$ cat config.mk
export PLATFORM = sky130hd
export DESIGN_NAME = ysyx_22051013_mdu
export DESIGN_NICKNAME = d
export VERILOG_FILES = /design/src/rtl/ysyx_22051013_mdu_pkg.sv /design/src/rtl/ysyx_22051013_mdu_div_iter.sv /design/src/rtl/ysyx_22051013_mdu.sv
export SDC_FILE = /design/constraint.sdc
export NUM_CORES = 2
export LEC_CHECK = 0
export CAP_MARGIN = 30
export CORE_MARGIN = 4
export CORE_UTILIZATION = 34
export DETAILED_ROUTE_END_ITERATION = 12
export PLACE_DENSITY = 0.47
export SLEW_MARGIN = 10
export SYNTH_ARGS = -nofsm -noshare
export SYNTH_HDL_FRONTEND = slang
export SYNTH_HIERARCHICAL = 1
export SYNTH_SLANG_ARGS = --single-unit
$ cat constraint.sdc
create_clock -name clk -period 4.21 [get_ports clk]
set_input_delay 0.842 -clock clk [delete_from_list [all_inputs] [get_ports clk]]
set_output_delay 0.842 -clock clk [all_outputs]
set_load 0.05 [all_outputs]
$ cat src/rtl/ysyx_22051013_mdu_pkg.sv
// Shared definitions for the ysyx_22051013 multiply/divide unit: RV M-extension
// funct3 codes, FSM state encoding, iteration counts, request payload and the
// operand-conditioning helpers used by the top level.
package ysyx_22051013_mdu_pkg;

  localparam int unsigned XLEN  = 64;
  localparam int unsigned HLEN  = 32;
  localparam int unsigned CNT_W = 7;

  // Iteration counts for full-width and W-variant operations
  localparam logic [CNT_W-1:0] ITER_D = CNT_W'(XLEN);
  localparam logic [CNT_W-1:0] ITER_W = CNT_W'(HLEN);

  localparam logic [2:0] F3_MUL    = 3'b000;
  localparam logic [2:0] F3_MULH   = 3'b001;
  localparam logic [2:0] F3_MULHSU = 3'b010;
  localparam logic [2:0] F3_MULHU  = 3'b011;
  localparam logic [2:0] F3_DIV    = 3'b100;
  localparam logic [2:0] F3_DIVU   = 3'b101;
  localparam logic [2:0] F3_REM    = 3'b110;
  localparam logic [2:0] F3_REMU   = 3'b111;

  typedef enum logic [1:0] {
    S_IDLE = 2'd0,
    S_MUL  = 2'd1,
    S_DIV  = 2'd2,
    S_DONE = 2'd3
  } mdu_state_e;

  typedef struct packed {
    logic [2:0]      funct3;
    logic            word;
    logic [XLEN-1:0] op1;
    logic [XLEN-1:0] op2;
  } mdu_req_t;

  // op1 is signed for MUL, MULH, MULHSU, DIV, REM
  function automatic logic op1_signed(input logic [2:0] f3);
    case (f3)
      F3_MUL, F3_MULH, F3_MULHSU, F3_DIV, F3_REM: return 1'b1;
      F3_MULHU, F3_DIVU, F3_REMU:                 return 1'b0;
      default:                                    return 1'b0;
    endcase
  endfunction

  // op2 is signed for MUL, MULH, DIV, REM
  function automatic logic op2_signed(input logic [2:0] f3);
    case (f3)
      F3_MUL, F3_MULH, F3_DIV, F3_REM: return 1'b1;
      default:                         return 1'b0;
    endcase
  endfunction

  function automatic logic [XLEN-1:0] sext32(input logic [HLEN-1:0] x);
    return {{(XLEN-HLEN){x[HLEN-1]}}, x};
  endfunction

  // W-variants only look at the low word, extended according to signedness
  function automatic logic [XLEN-1:0] ext_op(input logic [XLEN-1:0] op,
                                             input logic sgn, input logic word);
    if (!word) return op;
    return sgn ? sext32(op[HLEN-1:0]) : {{(XLEN-HLEN){1'b0}}, op[HLEN-1:0]};
  endfunction

  function automatic logic [XLEN-1:0] mag(input logic [XLEN-1:0] x, input logic sgn);
    return (sgn && x[XLEN-1]) ? XLEN'(-x) : x;
  endfunction

endpackage

$ cat src/rtl/ysyx_22051013_mdu_div_iter.sv
// One restoring-division step: shift the next dividend bit into the partial
// remainder and subtract the divisor if it fits.
// Ports: i_rem (partial remainder), i_bit (next dividend bit), i_divisor,
//        o_rem_c (next partial remainder), o_q_c (quotient bit).
module ysyx_22051013_div_iter
  import ysyx_22051013_mdu_pkg::*;
(
  input  logic [XLEN-1:0] i_rem,
  input  logic            i_bit,
  input  logic [XLEN-1:0] i_divisor,
  output logic [XLEN-1:0] o_rem_c,
  output logic            o_q_c
);

  logic [XLEN:0]   w_shift;
  logic [XLEN-1:0] w_diff;

  assign w_shift = {i_rem, i_bit};
  // When the divisor fits, the true difference is below the divisor, so the
  // low XLEN bits of a modular subtract are exact.
  assign w_diff  = w_shift[XLEN-1:0] - i_divisor;
  assign o_q_c   = w_shift >= {1'b0, i_divisor};
  assign o_rem_c = o_q_c ? w_diff : w_shift[XLEN-1:0];

endmodule

$ cat src/rtl/ysyx_22051013_mdu.sv
// RV64 M-extension multiply/divide unit. Radix-2 shift-add multiply and
// restoring divide on operand magnitudes, one bit per cycle, with a final
// sign-fix cycle. Divide-by-zero and signed overflow finish after one cycle.
// Ports: clk, rst (sync, active-high); in_valid/in_ready request handshake with
//        funct3, word, op1, op2; flush aborts; out_valid/out_ready/result
//        response; busy = not idle.
// Build option: YSYX_22051013_MDU_ZERO_SKIP_EN finishes multiplies with a zero
//        operand after one cycle.
module ysyx_22051013_mdu
  import ysyx_22051013_mdu_pkg::*;
(
  input  logic            clk,
  input  logic            rst,
  input  logic            in_valid,
  output logic            in_ready,
  input  logic [2:0]      funct3,
  input  logic            word,
  input  logic [XLEN-1:0] op1,
  input  logic [XLEN-1:0] op2,
  input  logic            flush,
  output logic            out_valid,
  input  logic            out_ready,
  output logic [XLEN-1:0] result,
  output logic            busy
);

  mdu_state_e        r_state, w_state_nxt;
  mdu_req_t          r_req;
  logic [CNT_W-1:0]  r_cnt;
  logic [2*XLEN-1:0] r_acc, r_mcand;
  logic [XLEN-1:0]   r_mplier, r_rem, r_quo, r_divisor;
  logic [XLEN-1:0]   r_result;
  logic              r_in_ready, r_out_valid, r_busy;

  // Request-side operand conditioning, used to seed the datapath on accept
  logic            w_accept;
  logic [XLEN-1:0] w_in_a_mag, w_in_b_mag;

  assign w_accept   = (r_state == S_IDLE) && in_valid && !flush;
  assign w_in_a_mag = mag(ext_op(op1, op1_signed(funct3), word), op1_signed(funct3));
  assign w_in_b_mag = mag(ext_op(op2, op2_signed(funct3), word), op2_signed(funct3));

  // Latched-request decode for special cases and sign fix
  logic            w_a_sgn, w_b_sgn;
  logic [XLEN-1:0] w_a_ext, w_b_ext;
  logic            w_last, w_div_zero, w_div_ovf, w_div_special;

  assign w_a_sgn       = op1_signed(r_req.funct3);
  assign w_b_sgn       = op2_signed(r_req.funct3);
  assign w_a_ext       = ext_op(r_req.op1, w_a_sgn, r_req.word);
  assign w_b_ext       = ext_op(r_req.op2, w_b_sgn, r_req.word);
  assign w_last        = r_cnt == (r_req.word ? ITER_W : ITER_D);
  assign w_div_zero    = w_b_ext == '0;
  assign w_div_ovf     = w_a_sgn && (w_b_ext == '1) &&
                         (w_a_ext == (r_req.word ? 64'hFFFF_FFFF_8000_0000
                                                 : 64'h8000_0000_0000_0000));
  assign w_div_special = w_div_zero || w_div_ovf;

`ifdef YSYX_22051013_MDU_ZERO_SKIP_EN
  logic w_mul_zero;
  assign w_mul_zero = (w_a_ext == '0) || (w_b_ext == '0);
`endif

  // Iteration datapath
  logic [2*XLEN-1:0] w_acc_nxt;
  logic [XLEN-1:0]   w_rem_nxt;
  logic              w_q_bit;

  assign w_acc_nxt = r_mplier[0] ? r_acc + r_mcand : r_acc;

  ysyx_22051013_div_iter u_div_iter (
    .i_rem     (r_rem),
    .i_bit     (r_quo[XLEN-1]),
    .i_divisor (r_divisor),
    .o_rem_c   (w_rem_nxt),
    .o_q_c     (w_q_bit)
  );

  // Sign fix and result selection
  logic [2*XLEN-1:0] w_prod;
  logic [XLEN-1:0]   w_mul_res, w_quo_s, w_rem_s, w_div_res64, w_div_res;
  logic [XLEN-1:0]   w_dividend, w_div_spec_res, w_result_nxt;

  assign w_prod      = ((w_a_sgn & w_a_ext[XLEN-1]) ^ (w_b_sgn & w_b_ext[XLEN-1]))
                       ? (2*XLEN)'(-r_acc) : r_acc;
  assign w_mul_res   = r_req.word ? sext32(w_prod[HLEN-1:0])
                     : (r_req.funct3 == F3_MUL) ? w_prod[XLEN-1:0] : w_prod[2*XLEN-1:XLEN];
  assign w_quo_s     = (w_a_sgn & (w_a_ext[XLEN-1] ^ w_b_ext[XLEN-1])) ? XLEN'(-r_quo) : r_quo;
  assign w_rem_s     = (w_a_sgn & w_a_ext[XLEN-1]) ? XLEN'(-r_rem) : r_rem;
  assign w_div_res64 = r_req.funct3[1] ? w_rem_s : w_quo_s;
  assign w_div_res   = r_req.word ? sext32(w_div_res64[HLEN-1:0]) : w_div_res64;
  assign w_dividend  = r_req.word ? sext32(r_req.op1[HLEN-1:0]) : r_req.op1;
  // rem: x/0 -> x, overflow -> 0; quo: x/0 -> all-ones, overflow -> x
  assign w_div_spec_res = r_req.funct3[1] ? (w_div_zero ? w_dividend : '0)
                                          : (w_div_zero ? '1 : w_dividend);

  always_comb begin
    w_result_nxt = r_result;
    if (r_state == S_MUL) begin
      w_result_nxt = w_mul_res;
`ifdef YSYX_22051013_MDU_ZERO_SKIP_EN
      if ((r_cnt == '0) && w_mul_zero) w_result_nxt = '0;
`endif
    end else if (r_state == S_DIV) begin
      w_result_nxt = ((r_cnt == '0) && w_div_special) ? w_div_spec_res : w_div_res;
    end
  end

  // Next-state logic; flush overrides every transition
  always_comb begin
    w_state_nxt = r_state;
    case (r_state)
      S_IDLE: if (in_valid) w_state_nxt = funct3[2] ? S_DIV : S_MUL;
      S_MUL: begin
        if (w_last) w_state_nxt = S_DONE;
`ifdef YSYX_22051013_MDU_ZERO_SKIP_EN
        else if ((r_cnt == '0) && w_mul_zero) w_state_nxt = S_DONE;
`endif
      end
      S_DIV:  if (w_last || ((r_cnt == '0) && w_div_special)) w_state_nxt = S_DONE;
      S_DONE: if (out_ready) w_state_nxt = S_IDLE;
      default: w_state_nxt = S_IDLE;
    endcase
    if (flush) w_state_nxt = S_IDLE;
  end

  // State register and registered handshake flags
  always_ff @(posedge clk) begin
    if (rst) begin
      r_state     <= S_IDLE;
      r_in_ready  <= 1'b1;
      r_out_valid <= 1'b0;
      r_busy      <= 1'b0;
    end else begin
      r_state     <= w_state_nxt;
      r_in_ready  <= w_state_nxt == S_IDLE;
      r_out_valid <= w_state_nxt == S_DONE;
      r_busy      <= w_state_nxt != S_IDLE;
    end
  end

  // Datapath: seed on accept, one iteration per cycle until the count is reached
  always_ff @(posedge clk) begin
    if (rst) begin
      r_req     <= '0;
      r_cnt     <= '0;
      r_acc     <= '0;
      r_mcand   <= '0;
      r_mplier  <= '0;
      r_rem     <= '0;
      r_quo     <= '0;
      r_divisor <= '0;
      r_result  <= '0;
    end else begin
      if (w_accept) begin
        r_req     <= '{funct3: funct3, word: word, op1: op1, op2: op2};
        r_cnt     <= '0;
        r_acc     <= '0;
        r_mcand   <= {{XLEN{1'b0}}, w_in_b_mag};
        r_mplier  <= w_in_a_mag;
        r_rem     <= '0;
        // Word divides start with the low word left-aligned so its MSB goes first
        r_quo     <= word ? {w_in_a_mag[HLEN-1:0], {(XLEN-HLEN){1'b0}}} : w_in_a_mag;
        r_divisor <= w_in_b_mag;
      end else if ((r_state == S_MUL) && !w_last) begin
        r_acc    <= w_acc_nxt;
        r_mcand  <= {r_mcand[2*XLEN-2:0], 1'b0};
        r_mplier <= {1'b0, r_mplier[XLEN-1:1]};
        r_cnt    <= r_cnt + CNT_W'(1);
      end else if ((r_state == S_DIV) && !w_last) begin
        r_rem <= w_rem_nxt;
        r_quo <= {r_quo[XLEN-2:0], w_q_bit};
        r_cnt <= r_cnt + CNT_W'(1);
      end
      if ((r_state != S_DONE) && (w_state_nxt == S_DONE)) r_result <= w_result_nxt;
    end
  end

  assign in_ready  = r_in_ready;
  assign out_valid = r_out_valid;
  assign busy      = r_busy;
  assign result    = r_result;

endmodule

==> results.sh <==
export IMPL_status="finished clean"
export IMPL_die_h_um=397.5
export IMPL_p_clk_share_pct=42.4
export IMPL_synth_common_cells="nand2_1 (1430), a21oi_1 (1000), dfxtp_1 (720)"
export IMPL_drtAntennaViolNets=0
export IMPL_drt_initial_drc_count=5887
export IMPL_fmax_mhz=244.5
export IMPL_cts_buffers=93
export IMPL_cts_tree="yes"
export IMPL_final_hold_violation_count=0
export IMPL_place_congestion=1.029
export IMPL_arrival_ns=4.68
export IMPL_min_delay_start="r_mcand[78]$_SDFFE_PP0P_"
export IMPL_cts_root_buf="clkbuf_16"
export IMPL_path_class="reg2reg"
export IMPL_crit_buf_inv=3
export IMPL_netlist_area_sq_um=51590
export IMPL_syn_avg_cell_area_sq_um=7.073
export IMPL_stdcell_count=9728
export IMPL_placed_area_sq_um=58500
export IMPL_rows=142
export IMPL_n_fill_cell=15900
export IMPL_yosys_area_top_type="dfxtp_1"
export IMPL_power_leakage_nw=24.12
export IMPL_synth_most_common_cell="nand2_1"
export IMPL_start_util_pct=34.32
export IMPL_timing_max_cap_violations=0
export IMPL_grt_pass1_wl_mm=358.0
export IMPL_ys_warn_count=6
export IMPL_setup_violations=0
export IMPL_rr_worst_depth=16
export IMPL_hp_class="reg2reg"
export IMPL_synth_fp_nets=7635
export IMPL_seq_area_frac_synth_pct=27.94
export IMPL_synthCells=7294
export IMPL_dieWidth_um=397.5
export IMPL_synth_xor_area_share_pct=8.777
export IMPL_core_area_sq_um=150300
export IMPL_grt_start_max_net_pins=187
export IMPL_drc=0
export IMPL_reg2reg_slack_ns=0.12
export IMPL_cp_start_kind="flip-flop"
export IMPL_wl_per_cell_um=25.58
export IMPL_fin_crit_ns=4.089
export IMPL_antenna_found_initial=18
export IMPL_fin_skew_ns=0.06926
export IMPL_path_clk_slew_ns=0.06
export IMPL_vias=56424
export IMPL_crit_fanout=6
export IMPL_endpoint_kind="flip-flop"
export IMPL_synthMuxAreaShare_pct=1.671
export IMPL_whs_path_depth=2
export IMPL_area_delta_synth_final_pct=20.06
export IMPL_dp_cells=9545
export IMPL_synth_simple_area_share_pct=24.38
export IMPL_cts_sinks=720
export IMPL_p_int_mw=13.77
export IMPL_ys_seq_elements=720
export IMPL_synth_top_area_share_pct=27.94
export IMPL_place_port_buffers=203
export IMPL_rsz0062_at_grt="no"
export IMPL_drv_slew=0
export IMPL_synth_edf_count=0
export IMPL_slowest_delay_ns=0.65
export IMPL_slew_headroom_pct=34.60
export IMPL_grt_use_total_pct=30.13
export IMPL_power_density_nw_per_um2=331.1
export IMPL_cp_required_ns=4.80
export IMPL_cts_buffer_depth=3
export IMPL_fin_setup_tns_ns=0
export IMPL_synthFlopType="dfxtp_1"
export IMPL_io_pins=204
export IMPL_synthAdderAreaFrac_pct=4.996
export IMPL_seq_power_share_pct=36.3
export IMPL_p_sw_mw=6.740
export IMPL_hold_ws_ns=0.4541
export IMPL_synth_top_family_by_area="compound AO/OA/AOI/OAI gates"
export IMPL_cp_cell_sequence="ha_1 -> a21o_1 -> o21bai_1 -> a21o_1 -> o31ai_1 -> buf_4 -> a31oi_1 -> a21oi_1 -> nand3_1 -> a21oi_1 -> buf_4 -> o41ai_1 -> buf_4 -> a21oi_1 -> xor2_1 -> o21ai_1"
export IMPL_routed_via_density=5.800
export IMPL_swShare_pct=32.86
export IMPL_worst_ir_drop_vdd_v=0.0003831
export IMPL_htree_num_levels=3
export IMPL_fin_crit_sh_pct=97.13
export IMPL_routed_wl_mm=248.8
export IMPL_fin_area_sq_um=61940
export IMPL_place_hpwl_mm=195.7
export IMPL_ys_types=123
export IMPL_r2r_end="r_acc[123]$_SDFFE_PP0P_"
export IMPL_die_area_sq_um=158000
export IMPL_async_flop_share_pct=0
export IMPL_grt_pass1_vias=51828
export IMPL_min_to="r_mcand[79]$_SDFFE_PP0P_"
export IMPL_synth_area_leaders="dfxtp_1 (28%), nand2_1 (10%), a21oi_1 (9.7%), ha_1 (4.9%), xnor2_1 (4.6%)"
export IMPL_worst_slew_pin_slew_ns=0.9810
export IMPL_synth_compound_area_share_pct=27.50
export IMPL_gr_total_overflow=0
export IMPL_drt_first_pass_iters=5
export IMPL_startpoint="r_mcand[58]$_SDFFE_PP0P_"
export IMPL_combPwrFrac_pct=21.4
export IMPL_timing_rr_start="r_mcand[58]$_SDFFE_PP0P_"
export IMPL_clk_latency_ns=0.75
export IMPL_crit_family="compound AO/OA/AOI/OAI gates"
export IMPL_slowest_stage="dfxtp_1"
export IMPL_drive_gt1_share_pct=10.63
export IMPL_final_nets=7968
## sequential cells by signal, summed over array words and instances, names as in the netlist
register / flops
in_ready: 1
r_mplier: 64
r_mcand: 128
w_a_sgn: 1
r_divisor: 63
r_quo: 64
r_rem: 64
result: 64
busy: 1
r_req: 132
r_acc: 128
r_cnt: 7
out_valid: 1
r_state: 2
## per-layer routing
metal / track usage [%] / part of all wire, %
met1: 42.94 / 45
met2: 45.38 / 42
met3: 4.642 / 7.9
met4: 11.73 / 4.4
met5: 0 / 0.022
## area by class of cell
class                   instances  area (sq um)  share of cell area, %
multi-input cells            5944         34960                  56.45
flip-flops and latches        720         14420                  23.28
repair buffers                708          6125                  9.888
clock buffers                 127          2658                  4.291
well taps                    2016          2522                  4.073
clock inverters                48         630.6                  1.018
inverters                     160         608.1                 0.9818
diodes                          5         12.51                0.02020
## kinds of logic (layout without fill, tap and decap cells)
logic type / count (synthesis) / after routing
other: 0 / 5
AND/OR/NAND/NOR: 2810 / 2810
XOR/XNOR: 517 / 517
buffers and inverters: 630 / 1043
multiplexers: 81 / 81
flip-flops: 720 / 720
adder cells (fa/ha/maj): 205 / 205
AO/OA/AOI/OAI: 2331 / 2331
## power groups by stage
stage          logic, mW  registers [mW]  clock network [mW]
6_report            4.38            7.44                8.69
2_1_floorplan       2.44            7.40                   0
3_5_place_dp        4.26            7.57                   0
4_1_cts             4.28            7.42                8.85
3_3_place_gp        4.26            7.56                   0
5_1_grt             4.65            7.45                9.11
## what timing repair did
action	CTS	global route
resized for setup	7	19
hold buffers	0	0
setup endpoints to repair	22	29
setup buffers	0	2
pin swaps	1	8
## stage by stage
step           setup slack, ns  power [mW]  utilization [%]
3_5_place_dp           -0.4500       11.83            38.92
6_report                0.1206       20.51            41.21
3_3_place_gp           -0.3761       11.82            38.91
5_1_grt              0.0001639       21.21            41.20
2_1_floorplan           0.5105       9.849                -
4_1_cts                0.06075       20.55            41.13
## worst reg2reg max path: stages, from the launching register on
cell and delay (ns):
dfxtp_1 0.65, ha_1 0.43, a21o_1 0.22, o21bai_1 0.24
a21o_1 0.25, o31ai_1 0.44, buf_4 0.19, a31oi_1 0.13
a21oi_1 0.28, nand3_1 0.11, a21oi_1 0.17, buf_4 0.17
o41ai_1 0.08, buf_4 0.15, a21oi_1 0.18, xor2_1 0.18
o21ai_1 0.07
## how the worst max path moves through the flow
stage                                             to  slack [ns]  depth (start not counted)
after global routing         r_acc[125]$_SDFFE_PP0P_      0.0002                         17
after CTS                    result[61]$_SDFFE_PP0P_        0.06                         12
final                        r_acc[123]$_SDFFE_PP0P_        0.12                         16
after global placement       result[61]$_SDFFE_PP0P_       -0.38                         13
after detailed placement     result[61]$_SDFFE_PP0P_       -0.45                         12
after floorplan           r_divisor[57]$_SDFFE_PP0P_        0.51                         12
## cells in the final DEF (no fill, tap or decap), types with 22 or more instances in the layout
cell	Yosys	routed
and3_1	36	35
nor4_1	81	77
o31ai_1	87	85
mux2i_1	67	66
ha_1	202	200
a311oi_1	72	72
nor2_1	610	604
clkdlybuf4s50_1	0	201
dfxtp_1	720	717
o211ai_1	46	46
o221ai_1	31	31
nand3_1	90	90
nor2b_1	62	61
or3_1	58	57
a221oi_1	22	22
nand4_1	89	89
xnor2_1	272	270
o21bai_1	60	60
a31oi_1	58	57
and2_1	24	23
o21ai_1	72	73
or4_1	35	32
clkbuf_16	0	95
buf_4	3	481
o21ai_0	429	427
o41ai_1	28	28
a21boi_0	43	42
inv_1	156	156
nand2b_1	35	34
buf_12	1	23
xor2_1	245	245
a21o_1	96	95
a211oi_1	92	91
o21a_1	59	59
nor3_1	143	142
a21oi_1	1000	997
nand2_1	1430	1426
Power figures use the tool's default switching activity.
